<file path="config.mk">
export PLATFORM = sky130hd
export DESIGN_NAME = znmi_retn
export DESIGN_NICKNAME = d
export VERILOG_FILES = /design/src/rtl/znmi_retn.sv
export SDC_FILE = /design/constraint.sdc
export NUM_CORES = 1
export LEC_CHECK = 0
export ABC_CLOCK_PERIOD_IN_PS = 1700
export CAP_MARGIN = 20
export CELL_PAD_IN_SITES_DETAIL_PLACEMENT = 1
export CELL_PAD_IN_SITES_GLOBAL_PLACEMENT = 1
export CORE_MARGIN = 3
export CORE_UTILIZATION = 30
export DETAILED_ROUTE_END_ITERATION = 6
export PLACE_DENSITY = 0.7
export SYNTH_ARGS = -nofsm -noshare
export SYNTH_HDL_FRONTEND = slang
export SYNTH_SLANG_ARGS = --single-unit
export TNS_END_PERCENT = 100
</file>
<file path="constraint.sdc">
create_clock -name fclk -period 1.7 [get_ports fclk]
set_input_delay 0.34 -clock fclk [delete_from_list [all_inputs] [get_ports fclk]]
set_output_delay 0.34 -clock fclk [all_outputs]
set_load 0.01 [all_outputs]
</file>
<file path="src/rtl/znmi_retn.sv">
// Watches Z80 opcode fetches to see when an NMI from znmi is accepted, when its
// handler returns through RETN (or an alias), and when an armed NMI is never taken.
module znmi_retn #(
    parameter logic [15:0] ACK_ADDR = 16'h0066,
    parameter int          TIMEOUT  = 8
) (
    input  logic        fclk,
    input  logic        rst,
    input  logic        zpos,
    input  logic        zneg,
    input  logic        m1_n,
    input  logic        mreq_n,
    input  logic        rd_n,
    input  logic        rfsh_n,
    input  logic [15:0] a,
    input  logic [7:0]  d,
    input  logic        gen_nmi,
    output logic        nmi_taken,
    output logic        retn_seen,
    output logic        nmi_lost,
    output logic        in_handler
);

    localparam logic [7:0] TIMEOUT_L = 8'(TIMEOUT);

    typedef enum logic [1:0] {IDLE, ARMED, HANDLER, ED_SEEN} state_t;

    state_t      state_reg, state_next;
    logic [7:0]  tcnt_reg, tcnt_next;
    logic [15:0] fa_reg;
    logic [7:0]  op_reg;
    logic        fa_valid_reg;
    logic        rfsh_reg;
    logic        gen_reg;
    logic        nmi_taken_reg, retn_seen_reg, nmi_lost_reg;
    logic        taken_next, retn_next, lost_next;

    logic        fetch, fetch_done, gen_rise, op_valid, ack_hit, is_retn;
    logic [7:0]  tcnt_inc;

    assign fetch      = ~m1_n & ~mreq_n & ~rd_n;
    assign fetch_done = zneg & rfsh_reg & ~rfsh_n;
    assign gen_rise   = gen_nmi & ~gen_reg;
    // Interrupt-acknowledge M1 cycles still end in a refresh but carry no address/opcode.
    assign op_valid   = fetch_done & fa_valid_reg;
    assign ack_hit    = op_valid & (fa_reg == ACK_ADDR);
    assign tcnt_inc   = (tcnt_reg == 8'hFF) ? tcnt_reg : tcnt_reg + 8'd1;

    always_comb begin
        case (op_reg)
            8'h45, 8'h55, 8'h5D, 8'h65, 8'h6D, 8'h75, 8'h7D: is_retn = 1'b1;
            default:                                          is_retn = 1'b0;
        endcase
    end

    always_comb begin
        state_next = state_reg;
        tcnt_next  = tcnt_reg;
        taken_next = 1'b0;
        retn_next  = 1'b0;
        lost_next  = 1'b0;
        case (state_reg)
            IDLE: begin
                if (gen_rise) begin
                    state_next = ARMED;
                    tcnt_next  = 8'd0;
                end
            end
            ARMED: begin
                if (ack_hit) begin
                    state_next = HANDLER;
                    taken_next = 1'b1;
                end else if (gen_nmi) begin
                    tcnt_next = 8'd0;
                end else if (fetch_done) begin
                    tcnt_next = tcnt_inc;
                    if (tcnt_inc >= TIMEOUT_L) begin
                        state_next = IDLE;
                        lost_next  = 1'b1;
                    end
                end
            end
            HANDLER: begin
                if (op_valid && op_reg == 8'hED)
                    state_next = ED_SEEN;
            end
            ED_SEEN: begin
                if (op_valid) begin
                    if (is_retn) begin
                        state_next = IDLE;
                        retn_next  = 1'b1;
                    end else if (op_reg != 8'hED) begin
                        state_next = HANDLER;
                    end
                end
            end
            default: state_next = IDLE;
        endcase
    end

    always_ff @(posedge fclk) begin
        if (rst) begin
            state_reg     <= IDLE;
            tcnt_reg      <= 8'd0;
            fa_reg        <= 16'd0;
            op_reg        <= 8'd0;
            fa_valid_reg  <= 1'b0;
            rfsh_reg      <= 1'b0;
            gen_reg       <= 1'b0;
            nmi_taken_reg <= 1'b0;
            retn_seen_reg <= 1'b0;
            nmi_lost_reg  <= 1'b0;
        end else begin
            state_reg     <= state_next;
            tcnt_reg      <= tcnt_next;
            gen_reg       <= gen_nmi;
            nmi_taken_reg <= taken_next;
            retn_seen_reg <= retn_next;
            nmi_lost_reg  <= lost_next;
            if (zneg)
                rfsh_reg <= rfsh_n;
            if (fetch_done)
                fa_valid_reg <= 1'b0;
            // Address is captured once per fetch; opcode follows every qualifying zpos.
            if (zpos && fetch) begin
                op_reg <= d;
                if (!fa_valid_reg) begin
                    fa_reg       <= a;
                    fa_valid_reg <= 1'b1;
                end
            end
        end
    end

    assign nmi_taken  = nmi_taken_reg;
    assign retn_seen  = retn_seen_reg;
    assign nmi_lost   = nmi_lost_reg;
    assign in_handler = (state_reg == HANDLER) || (state_reg == ED_SEEN);

endmodule

</file>
### Word-level counts from Yosys, hierarchy flattened

Index checks and enable logic that the tools add are counted.

* $lt $le $gt $ge: 1
* multiplexer cells: 23
* equality and inequality tests: 23
* bitwise logic cells: 17
* add/sub/neg operators: 1
* reductions and logical operators: 12

Operators by type and width (count)
* 8-bit by 7-bit == test with 1-bit output, second input constant: 7
* 8-bit 2-to-1 mux: 5
* 2-bit 2-to-1 mux: 9
* 16-bit by 7-bit == test with 1-bit output, second input constant: 1
* 8-bit == test, second input constant: 2
* 8-bit one-hot mux with 2 select lines: 1
* 3-bit != test, second input constant: 5
* 1-bit NOT: 10
* 8-bit by 1-bit adder with 8-bit output, second input constant: 1
* 8-bit by 4-bit greater-or-equal comparator with 1-bit output, second input constant: 1
* 2-bit != test, second input constant: 4
* 8-bit != test, second input constant: 1
* 2-bit one-hot mux with 4 select lines: 1
* 1-bit AND: 7
* 1-bit 2-to-1 mux: 7
* 7-bit AND reduction: 1
* 7-bit OR reduction: 1
* 5-bit OR reduction: 1
* 2-bit == test, second input constant: 2
* 4-bit AND reduction: 1
* 3-bit OR reduction: 1
* 2-bit by 1-bit == test with 1-bit output, second input constant: 1
* 1-bit logical AND: 2
* 2-bit zero test: 1
* other kinds (4): 4

* logic and storage cells: 87
* flip-flop bits (word level): 40
* bits of input ports: 33

### Longest topological paths before layout

Gate-level depths: netlist of the first run.

* depth in word-level cells: 8
* gate-level depth with buffers: 7
* mapped depth without buffers: 6

### Least setup slack after synthesis of the first run

No wires, ideal clock.

* path type: register to register
* start point: reg fa_reg[5]
* end point: reg tcnt_reg[6]
* path buffers: 1
* setup time: 0.133 ns
* required time: 1.567 ns
* arrival: 1.472 ns
* stages on the path, launching flop included: 7
* path slack: 0.095 ns
* path through: dfxtp_1 > nor4bb_1 > nand4_1 > o311a_4 > buf_12 > a31oi_4 > a211oi_2

* word-level cells in the longest chain between the ends: 4

RTL lines
* from (decl): RTL line 30 `logic [15:0] fa_reg;`
* from (signal assigned): RTL line 105 `fa_reg <= 16'd0;`
* from (signal assigned): RTL line 128 `fa_reg <= a;`
* 16-bit by 7-bit == test with 1-bit output: RTL line 46 `assign ack_hit = op_valid & (fa_reg == ACK_ADDR);`
* 1-bit AND: RTL line 46
* 2-bit != test (no source line)
* 4-bit AND reduction (no source line)
* to (signal assigned): RTL line 115 `tcnt_reg <= tcnt_next;`
* to (decl): RTL line 29 `logic [7:0] tcnt_reg, tcnt_next;`

No other way between the ends.
A chain may end at the register's enable or synchronous reset.

### Worst setup path in the final report of the first run

* start point: reg fa_reg[7]
* end point: reg tcnt_reg[0]

The elaborated chain is that of the path after synthesis.

==> results.txt, run 1 <==
Status - finished with violations
Failing checks - negative setup slack
Starting Density - 32.11%
GRT Total Usage - 15.01%
Gpl congestion - 0.8353
Most frequent cells in the layout - 55 x nand2_1, 36 x dfxtp_1, 35 x clkdlybuf4s50_1
Antenna viol nets, final - 0
Max Fclk - 0.5721 GHz
Fin crit share - 102.8%
Most common cell after layout, fill and taps aside - nand2_1
Largest net degree at the start of global routing - 17
Share of cells above drive strength 1 - 26.18%
Clock Skew - 0.01022 ns
Mean Syn Cell Area - 8.687 um^2
DR vias - 1768
DRC violations left - 0
Vias in the first global route - 1843
R2R Setup Slk - -0.05 ns
Port Buf Inserts - 36
Max H-tree Level - 2
Reg clk slew, reported paths - 0.09 ns
Clk Latency, worst-skew pair - 0.30 ns
First-pass iteration count of the detailed router - 4
Clock Tree Buf Depth - 2
Final setup violating endpoints - 2
CTS sink cnt - 40
Hold depth - 2
Core area - 5709 um^2
Worst hold path type - register to register
Synth area leader - dfxtp_1
Mapped Area - 1833 um^2
Post-synth ARST share - 0%
Area Overhead vs Synth - 47.58%
Placement Rows - 27
Primary FF master, synth - dfxtp_1
Initial antenna violation count - 0
Total CTS buffers - 5
Synthesized Nets - 245
Chip width - 84.17 um
Element type at the critical path end - register
I/O pins - 37
Seq cells post-synth - 40
Final wirelength - 5.229 mm
Peak supply drop - 0.3583 mV
Worst slew margin - 78.90%
Largest register FFs - 16
Overall power - 2.025 mW
WL/cell - 15.07 um
CTS tree - built
Cell area after layout - 2705 um^2
MaxCap Viol Count - 0
Placed Area - 2436 um^2
Worst Path Max Fanout - 3
RSZ-0062 raised after global routing - true
Top cell type's share of synthesized area - 43.69%
Critical Path AT - 1.94 ns
Root buf cell - clkbuf_8
Slew Viols, Final - 0
DR vias/cell - 5.095
Post-synth EDFFs - 0
Synth warn - 0
Pwr dens - 748.5 nW/um^2
Path depth of the worst reg2reg path - 7
Die Y - 84.17 um
First-pass GRT wire length - 8.707 mm
Worst setup path category - register to register
Antenna fix cells - 0
Post-Syn Instances - 211
Setup ws final - -0.04809 ns
CP Launch Type - register
Worst path required time - 1.89 ns
Final #Nets - 308
Remaining global-route overflow - 0
Final min period - 1.748 ns
Sequential fraction of the synthesis area - 43.69%
DIE AREA - 7084 um^2
Violation count after the first detailed-route iteration - 98
Synth area leaders - dfxtp_1 44%, nand2_1 11%, a21oi_1 7.4%, a211oi_2 2.7%, nand4b_1 1.9%
Unique cell type count in the Yosys netlist - 47
Final Hold Fails - 0
Static leakage - 0.9239 nW
Worst slew pin tran - 0.3137 ns
Detailed Place HPWL - 3.667 mm
[layer usage]
metal / wire [um] / vias to the layer above / global-route usage, %
li1: - / 883 / -
met4: 55 / 0 / 5.263
met2: 2657 / 29 / 26.26
met3: 174 / 4 / 3.337
met5: 0 / - / 0
met1: 2342 / 852 / 18.01
[worst paths after layout]
path,startpoint,to
setup / recovery,fa_reg[7]$_SDFFE_PP0P_,tcnt_reg[0]$_SDFFE_PP0P_
hold / removal,fa_reg[5]$_SDFFE_PP0P_,fa_reg[5]$_SDFFE_PP0P_
setup reg to reg,fa_reg[7]$_SDFFE_PP0P_,tcnt_reg[0]$_SDFFE_PP0P_
hold reg to reg,fa_reg[5]$_SDFFE_PP0P_,fa_reg[5]$_SDFFE_PP0P_
[area by class of cell]
cell class              count  area (um^2)
fillers                   655         3004
multi-input cells         156         1056
flip-flops and latches     40        805.8
repair buffers             68        626.9
well taps                  72        90.09
clock buffers               5        68.82
clock inverters             3        46.29
inverters                   3        11.26
[synth_stat cells, drive strengths merged, types with 2 or more instances]
cell / number
nand4: 2
clkbuf: 9
nor4b: 3
dfxtp: 40
inv: 3
o21ai: 6
nand2: 55
nand2b: 2
nand3: 3
nor3b: 3
o31ai: 4
a21oi: 30
nor4: 4
nor2: 9
buf: 4
a41oi: 2
nand4b: 4
a211oi: 7
[metrics by stage]
stage | TNS, ns | utilization (%) | setup slack (ns) | std cells | hold WS (ns)
2_1_floorplan | 0 | - | 0.09487 | 211 | 0.4168
3_3_place_gp | -6.679 | 42.67 | -0.3651 | 335 | 0.4395
3_5_place_dp | -7.418 | 42.67 | -0.3868 | 335 | 0.4525
4_1_cts | -0.1114 | 46.15 | -0.04121 | 347 | 0.4659
5_1_grt | -0.5113 | 47.38 | -0.1231 | 347 | 0.4791
6_report | -0.07600 | 47.38 | -0.04809 | 347 | 0.4586
[worst max-delay path: stages, from the launching register on]
cell and delay [ns]:
dfxtp_2 0.34, nor4bb_4 0.29, nand4_1 0.13, buf_6 0.16
buf_6 0.11, o211ai_1 0.27, a211oi_2 0.08, mux2_4 0.28
[timing repair]
action / CTS / global route
gates resized for setup: 11 / 14
hold endpoints to repair: 0 / 0
gates cloned: 1 / 0
hold buffers: 0 / 0
buffers inserted: 3 / 1
endpoints found under the setup margin: 13 / 12
pin swaps: 6 / 6
[report_power, final]
group / internal (mW) / switching, mW / total [mW]
logic: 0.148 / 0.107 / 0.255
clock network: 0.442 / 0.360 / 0.802
registers: 0.954 / 0.0134 / 0.967
[logic make-up after synthesis]
| logic type | synth area share, % |
|---|---|
| AO/OA/AOI/OAI | 22.05 |
| adder cells (fa/ha/maj) | 0.6825 |
| buffers and inverters | 4.846 |
| flip-flops | 43.69 |
| multiplexers | 1.160 |
| AND/OR/NAND/NOR | 27.58 |
Note: power is estimated with default switching activity, not from simulation.
==> run 2, diff against run 1 <==
--- a/config.mk
+++ b/config.mk
@@ -16,4 +16,4 @@
 export SYNTH_ARGS = -nofsm -noshare
 export SYNTH_HDL_FRONTEND = slang
 export SYNTH_SLANG_ARGS = --single-unit
-export TNS_END_PERCENT = 100
+export TNS_END_PERCENT = 50
==> run 2 against run 1 <==
Compared with the run above: non-clock buffer count is the same; critical endpoint unchanged; cell area shrank 0.18%; the run still ends with negative setup slack left; global-route usage is essentially flat; wire length grew 0.19%.
==> results.txt, run 2 (same netlist as run 1, synthesis figures left out) <==
Gpl congestion - 0.8353
CP Launch Type - register
CP max stage cell - dfxtp_2
DRC violations left - 0
Largest register FFs - 16
Status - finished with violations
Final min period - 1.732 ns
GRT Total Usage - 14.97%
Worst slew margin - 79.23%
Peak supply drop - 0.3586 mV
I/O pins - 37
Worst hold path type - input pin to register
RSZ-0062 raised after global routing - true
FILL cells - 658
Starting Density - 32.11%
Worst path required time - 1.90 ns
Critical path cell sequence - nor4bb_4, nand4_1, buf_6, buf_6, o211ai_1, a211oi_2, mux2_2
Worst Path Max Fanout - 3
Root buf cell - clkbuf_8
MaxCap Viol Count - 0
Final #Nets - 308
Antenna fix cells - 0
CTS sink cnt - 40
WL/cell - 15.10 um
Path depth of the worst reg2reg path - 7
Critical Path AT - 1.93 ns
Final Instance Count excl. Fillers - 347
Critical path's largest stage delay - 0.34 ns
Antenna viol nets, final - 0
Detailed Place HPWL - 3.667 mm
CTS tree - built
Failing checks - negative setup slack
DIE AREA - 7084 um^2
FF+latch area - 805.8 um^2
Pwr dens - 751.2 nW/um^2
Setup ws final - -0.03205 ns
Min Hold Slack - 0.3535 ns
Worst setup path category - register to register
DR vias/cell - 5.135
Hold depth - 3
Largest net degree at the start of global routing - 17
Element type at the critical path end - register
Reg clk slew, reported paths - 0.09 ns
Area Overhead vs Synth - 47.30%
Static leakage - 0.9339 nW
Chip width - 84.17 um
DR vias - 1782
Die Y - 84.17 um
First-pass GRT wire length - 8.680 mm
Inst Count DP - 335
Total CTS buffers - 5
Share of cells above drive strength 1 - 25.82%
Area of the multi-input gates - 1045 um^2
Most common cell after layout, fill and taps aside - nand2_1
Final setup violating endpoints - 3
Clk Latency, worst-skew pair - 0.30 ns
Violation count after the first detailed-route iteration - 88
Worst slew pin tran - 0.3102 ns
Max H-tree Level - 2
Clock Tree Buf Depth - 2
Core area - 5709 um^2
Remaining global-route overflow - 0
Port Buf Inserts - 36
Max Fclk - 0.5774 GHz
Fin crit share - 101.9%
Final wirelength - 5.239 mm
Most frequent cells in the layout - 55 x nand2_1, 36 x dfxtp_1, 34 x clkdlybuf4s50_1
Vias in the first global route - 1847
Clock Skew - 0.01137 ns
First-pass iteration count of the detailed router - 6
Final Hold Fails - 0
Slew Viols, Final - 0
Initial antenna violation count - 0
Crit path top cell by count - buf_6
Placement Rows - 27
[run 2: routing by layer]
layer / global-route usage [%] / vias up / part of all wire (%)
li1: - / 883 / -
met1: 17.95 / 866 / 45
met2: 26.04 / 29 / 51
met3: 3.337 / 4 / 3.3
met4: 5.556 / 0 / 1.0
met5: 0 / - / 0
[run 2: worst max-delay path, delay by kind of cell, from the launching register on]
family                 cells  cell delay (ns)
and+or+nand+nor            2             0.42
DFF                        1             0.34
AOI/OAI and AO/OA          2             0.34
buffers and inverters      2             0.27
muxes                      1             0.26
[run 2: what timing repair did]
item	4_1_cts	5_1_grt
hold buffers	0	0
buffers inserted	3	0
gates cloned	1	0
resized for setup	10	15
setup endpoints to repair	13	12
pin swaps	6	8
[run 2: report_power, final]
group          switching [mW]  internal (mW)  leakage (nW)
registers              0.0134          0.954         0.326
clock network           0.362          0.442        0.0548
logic                   0.108          0.148         0.553
[run 2: path summary, 6_finish.rpt]
path	startpoint	to	slack, ns
worst max-delay path	fa_reg[7]$_SDFFE_PP0P_	tcnt_reg[0]$_SDFFE_PP0P_	-0.03
worst min-delay path	rfsh_n	nmi_lost$_SDFF_PP0_	0.35
worst max register to register	fa_reg[7]$_SDFFE_PP0P_	tcnt_reg[0]$_SDFFE_PP0P_	-0.03
worst min register to register	fa_reg[5]$_SDFFE_PP0P_	fa_reg[5]$_SDFFE_PP0P_	0.46
[run 2: per-stage QoR]
step / utilization (%) / power [mW] / setup WS, ns / cell area [um^2] / setup TNS (ns)
6_report: 47.29 / 2.028 / -0.03205 / 2700 / -0.06188
5_1_grt: 47.29 / 2.129 / -0.1248 / 2700 / -0.5412
4_1_cts: 46.09 / 2.046 / -0.04121 / 2631 / -0.1051
3_5_place_dp: 42.67 / 1.219 / -0.3868 / 2436 / -7.418
3_3_place_gp: 42.67 / 1.212 / -0.3651 / 2436 / -6.679
2_1_floorplan: - / 1.087 / 0.09487 / 1833 / 0
[run 2: final cells by class]
cell class	count	share of cell area, %
clock buffers	5	2.549
flip-flops and latches	40	29.84
repair buffers	68	23.45
clock inverters	3	1.715
well taps	72	3.336
multi-input cells	156	38.69
inverters	3	0.4171
